**config.mk**
```make
export PLATFORM = sky130hd
export DESIGN_NAME = scene_sequencer
export DESIGN_NICKNAME = d
export VERILOG_FILES = /design/src/rtl/scene_sequencer.sv
export SDC_FILE = /design/constraint.sdc
export NUM_CORES = 1
export LEC_CHECK = 0
export CAP_MARGIN = 25
export CORE_AREA = 2 2 106 108
export DETAILED_ROUTE_END_ITERATION = 6
export DIE_AREA = 0 0 108 110
export PLACE_DENSITY = 0.75
export REMOVE_ABC_BUFFERS = 1
export SYNTH_ARGS = -nofsm -noshare
export SYNTH_HDL_FRONTEND = slang
export SYNTH_SLANG_ARGS = --single-unit
```
**constraint.sdc**
```tcl
create_clock -name CLK100MHZ -period 3.2 [get_ports CLK100MHZ]
set_input_delay 0.48 -clock CLK100MHZ [delete_from_list [all_inputs] [get_ports CLK100MHZ]]
set_output_delay 0.48 -clock CLK100MHZ [all_outputs]
set_load 0.01 [all_outputs]
```
**src/rtl/scene_sequencer.sv**
```systemverilog
// rtl/scene_sequencer.sv - frame-rate game-state sequencer driving logo, head and coin layer offsets
// Optional SCENE_HOLD_LANE_EN: head hoffset follows held debounced buttons instead of stepping lanes.
module scene_sequencer #(
   parameter int COUNTDOWN_FRAMES = 45,
   parameter int LOGO_STEP        = 30,
   parameter int LOGO_END         = -600,
   parameter int HEAD_START       = -170,
   parameter int HEAD_STEP        = 17,
   parameter int LANE_OFFSET      = 100,
   parameter int COIN_FRAMES      = 60,
   parameter int DEBOUNCE_CYCLES  = 1000000
) (
   input  logic               CLK100MHZ,
   input  logic               CPU_RESETN,
   input  logic               vsync,
   input  logic               BTNL,
   input  logic               BTNR,
   output logic               frame_tick,
   output logic [1:0]         state,
   output logic signed [11:0] logo_hoffset,
   output logic signed [11:0] head_voffset,
   output logic signed [11:0] head_hoffset,
   output logic signed [11:0] coin_hoffset,
   output logic signed [11:0] coin_voffset
);
   typedef enum logic [1:0] {
      COUNTDOWN   = 2'd0,
      LOGO_SCROLL = 2'd1,
      HEAD_DROP   = 2'd2,
      RUN         = 2'd3
   } state_t;

   localparam int CW = $clog2(COUNTDOWN_FRAMES + 1);
   localparam int NW = $clog2(COIN_FRAMES + 1);
   localparam int DW = $clog2(DEBOUNCE_CYCLES + 1);
   localparam logic [CW-1:0]        CD_INIT     = CW'(COUNTDOWN_FRAMES);
   localparam logic [CW-1:0]        CD_ONE      = CW'(1);
   localparam logic [NW-1:0]        N_LAST      = NW'(COIN_FRAMES - 1);
   localparam logic [DW-1:0]        DB_LAST     = DW'(DEBOUNCE_CYCLES - 1);
   localparam logic signed [12:0]   LOGO_END_X  = 13'(LOGO_END);
   localparam logic signed [12:0]   LOGO_STEP_X = 13'(LOGO_STEP);
   localparam logic signed [12:0]   HEAD_STEP_X = 13'(HEAD_STEP);
   localparam logic signed [11:0]   HEAD_INIT   = 12'(HEAD_START);
   localparam logic signed [11:0]   LANE_POS    = 12'(LANE_OFFSET);
   localparam logic signed [11:0]   LANE_NEG    = 12'(-LANE_OFFSET);
   localparam logic signed [11:0]   COIN_H0     = -12'sd200;
   localparam logic signed [11:0]   COIN_V0     = -12'sd40;

   // vsync synchroniser and rising-edge detect
   logic vs_s1_q, vs_s2_q, vs_prev_q, tick_int;

   always_ff @(posedge CLK100MHZ or negedge CPU_RESETN) begin
      if (!CPU_RESETN) begin
         vs_s1_q   <= 1'b0;
         vs_s2_q   <= 1'b0;
         vs_prev_q <= 1'b0;
      end else begin
         vs_s1_q   <= vsync;
         vs_s2_q   <= vs_s1_q;
         vs_prev_q <= vs_s2_q;
      end
   end

   assign tick_int = vs_s2_q & ~vs_prev_q;

   // button synchronisers and debouncers; index 0 = BTNL, 1 = BTNR
   logic [1:0]    btn_s1_q, btn_s2_q, deb_q, deb_d;
   logic [DW-1:0] db_cnt_q [2];
   logic [DW-1:0] db_cnt_d [2];

   always_comb begin
      deb_d = deb_q;
      for (int i = 0; i < 2; i++) begin
         db_cnt_d[i] = '0;
         if (btn_s2_q[i] != deb_q[i]) begin
            if (db_cnt_q[i] == DB_LAST) deb_d[i] = btn_s2_q[i];
            else                        db_cnt_d[i] = db_cnt_q[i] + 1'b1;
         end
      end
   end

   always_ff @(posedge CLK100MHZ or negedge CPU_RESETN) begin
      if (!CPU_RESETN) begin
         btn_s1_q <= '0;
         btn_s2_q <= '0;
         deb_q    <= '0;
         for (int i = 0; i < 2; i++) db_cnt_q[i] <= '0;
      end else begin
         btn_s1_q <= {BTNR, BTNL};
         btn_s2_q <= btn_s1_q;
         deb_q    <= deb_d;
         for (int i = 0; i < 2; i++) db_cnt_q[i] <= db_cnt_d[i];
      end
   end

   // scene FSM and per-frame offsets
   state_t                state_q, state_d;
   logic [CW-1:0]         cd_q, cd_d;
   logic signed [11:0]    logo_q, logo_d;
   logic signed [11:0]    head_v_q, head_v_d;
   logic [NW-1:0]         n_q, n_d;
   logic signed [11:0]    coin_h_q, coin_h_d;
   logic signed [11:0]    coin_v_q, coin_v_d;
   logic                  frame_tick_q;
   logic signed [12:0]    logo_sum, head_sum;

   always_comb begin
      state_d  = state_q;
      cd_d     = cd_q;
      logo_d   = logo_q;
      head_v_d = head_v_q;
      n_d      = n_q;
      // one guard bit so the clamps compare before 12-bit wrap
      logo_sum = {logo_q[11], logo_q} - LOGO_STEP_X;
      head_sum = {head_v_q[11], head_v_q} + HEAD_STEP_X;
      if (tick_int) begin
         case (state_q)
            COUNTDOWN: begin
               if (cd_q <= CD_ONE) begin
                  cd_d    = '0;
                  state_d = LOGO_SCROLL;
               end else begin
                  cd_d = cd_q - 1'b1;
               end
            end
            LOGO_SCROLL: begin
               if (logo_sum <= LOGO_END_X) begin
                  logo_d  = LOGO_END_X[11:0];
                  state_d = HEAD_DROP;
               end else begin
                  logo_d = logo_sum[11:0];
               end
            end
            HEAD_DROP: begin
               if (head_sum >= 13'sd0) begin
                  head_v_d = '0;
                  state_d  = RUN;
               end else begin
                  head_v_d = head_sum[11:0];
               end
            end
            RUN: n_d = (n_q == N_LAST) ? '0 : n_q + 1'b1;
            default: state_d = state_q;
         endcase
      end
      coin_h_d = COIN_H0 + 12'(n_d);
      coin_v_d = COIN_V0 - 12'(n_d) * 12'sd6;
   end

   always_ff @(posedge CLK100MHZ or negedge CPU_RESETN) begin
      if (!CPU_RESETN) begin
         state_q      <= COUNTDOWN;
         cd_q         <= CD_INIT;
         logo_q       <= '0;
         head_v_q     <= HEAD_INIT;
         n_q          <= '0;
         coin_h_q     <= COIN_H0;
         coin_v_q     <= COIN_V0;
         frame_tick_q <= 1'b0;
      end else begin
         state_q      <= state_d;
         cd_q         <= cd_d;
         logo_q       <= logo_d;
         head_v_q     <= head_v_d;
         n_q          <= n_d;
         coin_h_q     <= coin_h_d;
         coin_v_q     <= coin_v_d;
         frame_tick_q <= tick_int;
      end
   end

   logic signed [11:0] head_h;

`ifdef SCENE_HOLD_LANE_EN
   always_comb begin
      head_h = '0;
      if (state_q == RUN) begin
         if (deb_q[0])      head_h = LANE_POS;
         else if (deb_q[1]) head_h = LANE_NEG;
      end
   end
`else
   logic [1:0] deb_prev_q, press;
   logic [1:0] lane_q, lane_d;

   assign press = deb_q & ~deb_prev_q;

   // simultaneous left and right presses cancel; presses outside RUN are dropped
   always_comb begin
      lane_d = lane_q;
      if (state_q == RUN) begin
         if (press[0] && !press[1] && lane_q != 2'd0)      lane_d = lane_q - 1'b1;
         else if (press[1] && !press[0] && lane_q != 2'd2) lane_d = lane_q + 1'b1;
      end
   end

   always_ff @(posedge CLK100MHZ or negedge CPU_RESETN) begin
      if (!CPU_RESETN) begin
         deb_prev_q <= '0;
         lane_q     <= 2'd1;
      end else begin
         deb_prev_q <= deb_q;
         lane_q     <= lane_d;
      end
   end

   always_comb begin
      head_h = '0;
      case (lane_q)
         2'd0:    head_h = LANE_POS;
         2'd2:    head_h = LANE_NEG;
         default: head_h = '0;
      endcase
   end
`endif

   assign frame_tick   = frame_tick_q;
   assign state        = state_q;
   assign logo_hoffset = logo_q;
   assign head_voffset = head_v_q;
   assign head_hoffset = head_h;
   assign coin_hoffset = coin_h_q;
   assign coin_voffset = coin_v_q;

endmodule

```
==> results.toml <==
[run_status]
status = "completed"

[cells_and_area]
area_growth_pct = 15.1
fin_area_um2 = 6600
antenna_cells = 0
nNetsFinal = 676
drive_gt1_frac = 0.124
final_util = 0.617
nFillCells = 898
multi_input_area_um2 = 2860
register_area_um2 = 2610

[timing]
setup_tns_ps = 0
fin_hold_ws_ps = 133
hold_violations = 0
setup_viol = 0
layout_setup_ws_ps = 149
slew_violations = 0
clock.fmax_ghz = 0.328
min_period_over_period = 0.953
period_needed_ps = 3050
maxSlewHeadroom = 0.559
tightest_slew_ps = 661
fin_skew_ps = 12.8

[logic_synthesis]
async_flop_share = 1.00
synth_top_family_by_area = "simple AND/OR/NAND/NOR gates"
yosysWarnings = 0
synth_edf_count = 0
yosysTopAreaCellShare = 0.353
synthCells = 599
synth_xor_area_frac = 0.0763
ys_ff_latch = 103
synth-simple-area-share = 0.206
netlist_area_um2 = 5740
synth.mux.area_fraction = 0.0153
synth_top_cell_by_area = "dfrtp_1"
avgSynthCellArea_um2 = 9.58
ys_seq_area_frac = 0.454
synthTopCellsByArea = "dfrtp_1 (35%), dfstp_2 (10%), ha_1 (5.0%)"
ys_top_cells_by_count = "dfrtp_1 (81), nor2_1 (68), nand2_1 (61)"
synth_compound_area_frac = 0.131
ys_types = 70
synthFlopType = "dfrtp_1"
synthAdderAreaFrac = 0.0536
synth.most_common_cell = "dfrtp_1"

[global_route]
grt_max_degree = 53
met2_usage = 0.361
grt_util_met3 = 0.0523
antenna_found_initial = 0
top_usage_layer = "met2"
grt_first_pass_wirelength_um = 19400
overflow = 0
globalRouteMet1Util = 0.243
grt_util_all_layers = 0.202
grt_pass1_vias = 4345

[floorplan]
rows = 38
core_um2 = 10700
io-pin-count = 68
die_area_um2 = 11900
die_height_um = 110
start_util = 0.536
die_x_um = 108

[placement]
dp_slack_ps = 40.1
place_area_um2 = 6330
hpwl_um = 8000
gp_congestion = 0.901
port_buffers = 56

[worst_setup_path]
crit_family = "simple AND/OR/NAND/NOR gates"
crit_required_ps = 3490
worst_setup_path_start_kind = "flip-flop"
crit_slowest_cell = "dfrtp_1"
cp.arrival_ps = 3340
critical_path_class = "reg2reg"
cpPeakStageDelay_ps = 370
path_buf_inv = 1
cp-end-kind = "flip-flop"
cp_max_fo = 6
path_cells = "ha_2 > nand4b_1 > buf_4 > nor2_1 > nand2_1 > nand2_2 > ha_1 > a21o_1 > a21oi_2 > o21ai_0 > xnor2_1 > nand2b_4 > mux2i_1 > a22oi_1"

[clock_tree]
cts-buffers-inserted = 9
clockRootBuffer = "clkbuf_8"
clock_latency_ps = 370
cts_tree = "yes"
clock_sinks = 103
clock_path_buffers = 2
path_clk_slew_ps = 100
cts_hold_buf = 0
h-tree-depth = 3

[hold_path]
min_path_type = "in2async"

[power]
combPwrFrac = 0.404
switching_share = 0.373
peakVddDrop_mv = 0.518
power.internal_w = 0.00265
pwr-share-clk = 0.197
switchingPower_w = 0.00157
power_frac_seq = 0.399
pwr_density_cell_nw_per_um2 = 639
p_leak_nw = 2.78

[route]
first_pass_iters = 4
drtIter0Drc = 241
avgViaCountPerCell = 5.61
wl_um = 11700
num_vias = 4441
drc = 0
ant_nets = 0
wl_per_cell_um = 14.8

[flow_run]
drv_cap = 0
[sequential cells by signal (all words and copies together), names as in the netlist, 2 cells and up]
signal / cells
db_cnt_q: 40
head_voffset: 12
logo_hoffset: 11
coin_voffset: 8
cd_q: 6
n_q: 6
coin_hoffset: 4
btn_s1_q: 2
btn_s2_q: 2
deb_prev_q: 2
deb_q: 2
lane_q: 2
state: 2
[metal layers]
layer	routed length (µm)	up-vias
li1	-	2139
met1	5050	2185
met2	5960	101
met3	526	16
met4	154	0
met5	0	-
[stage by stage]
stage / instances / power [W]
2_1_floorplan: 567 / 0.00268
3_3_place_gp: 774 / 0.00326
3_5_place_dp: 774 / 0.00331
4_1_cts: 790 / 0.00418
5_1_grt: 792 / 0.00452
6_report: 792 / 0.00422
[final timing paths]
path / startpoint / to / slack, ps / cells past startpoint
min in group CLK100MHZ: btn_s1_q[1] / btn_s2_q[1] / 360 / 0
worst min register to register: btn_s1_q[1] / btn_s2_q[1] / 360 / 0
max in group asynchronous: CPU_RESETN / coin_voffset[3] / 2280 / 2
worst min-delay path: CPU_RESETN / db_cnt_q[30] / 130 / 1
worst max-delay path: state[1] / coin_voffset[8] / 150 / 14
worst max register to register: state[1] / coin_voffset[8] / 150 / 14
[layout by cell type (no fill, tap or decap), types with 5 or more instances in the layout]
cell type        instances
nand2b_1                 6
mux2_2                   5
nor2_1                  67
ha_1                    21
nand3_1                 36
nor2b_1                  5
nand4_1                 12
conb_1                  11
nand2_1                 60
clkbuf_8                11
xnor2_1                 17
dfrtp_1                 81
xor2_1                  31
buf_4                   13
clkdlybuf4s50_1         55
inv_1                   24
a31oi_1                 13
nor3_1                  12
and3_1                   5
dfstp_2                 22
a21oi_1                 15
a21o_1                   6
o21ai_0                 34
[area by class of cell]
cell class / instances / share of cell area
clock inverter: 3 / 0.00644
sequential: 103 / 0.395
timing repair buffer: 69 / 0.101
multi-input combinational: 440 / 0.434
inverter: 24 / 0.0136
clock buffer: 13 / 0.0241
tap: 140 / 0.0265
[timing repair]
item,in CTS,in global routing
setup endpoints to repair,1,3
pin swaps,0,3
gates resized for setup,1,11
buffers inserted,0,2
[power by group through the flow]
stage	clock, W	sequential (W)	combinational, W
final	0.000831	0.00168	0.00171
after global routing	0.000923	0.00171	0.00189
after CTS	0.000863	0.00168	0.00164
after detailed placement	0	0.00170	0.00161
after global placement	0	0.00169	0.00156
after floorplan	0	0.00177	0.000914
[cells by family (layout without fill, tap and decap cells)]
group / Yosys count / in the layout
AND/OR/NAND/NOR: 239 / 239
AO/OA/AOI/OAI: 108 / 108
flip-flops: 103 / 103
buffers and inverters: 65 / 109
XOR/XNOR: 50 / 50
adder cells (fa/ha/maj): 24 / 24
multiplexers: 8 / 8
other: 2 / 11
Power figures use the tool's default switching activity.
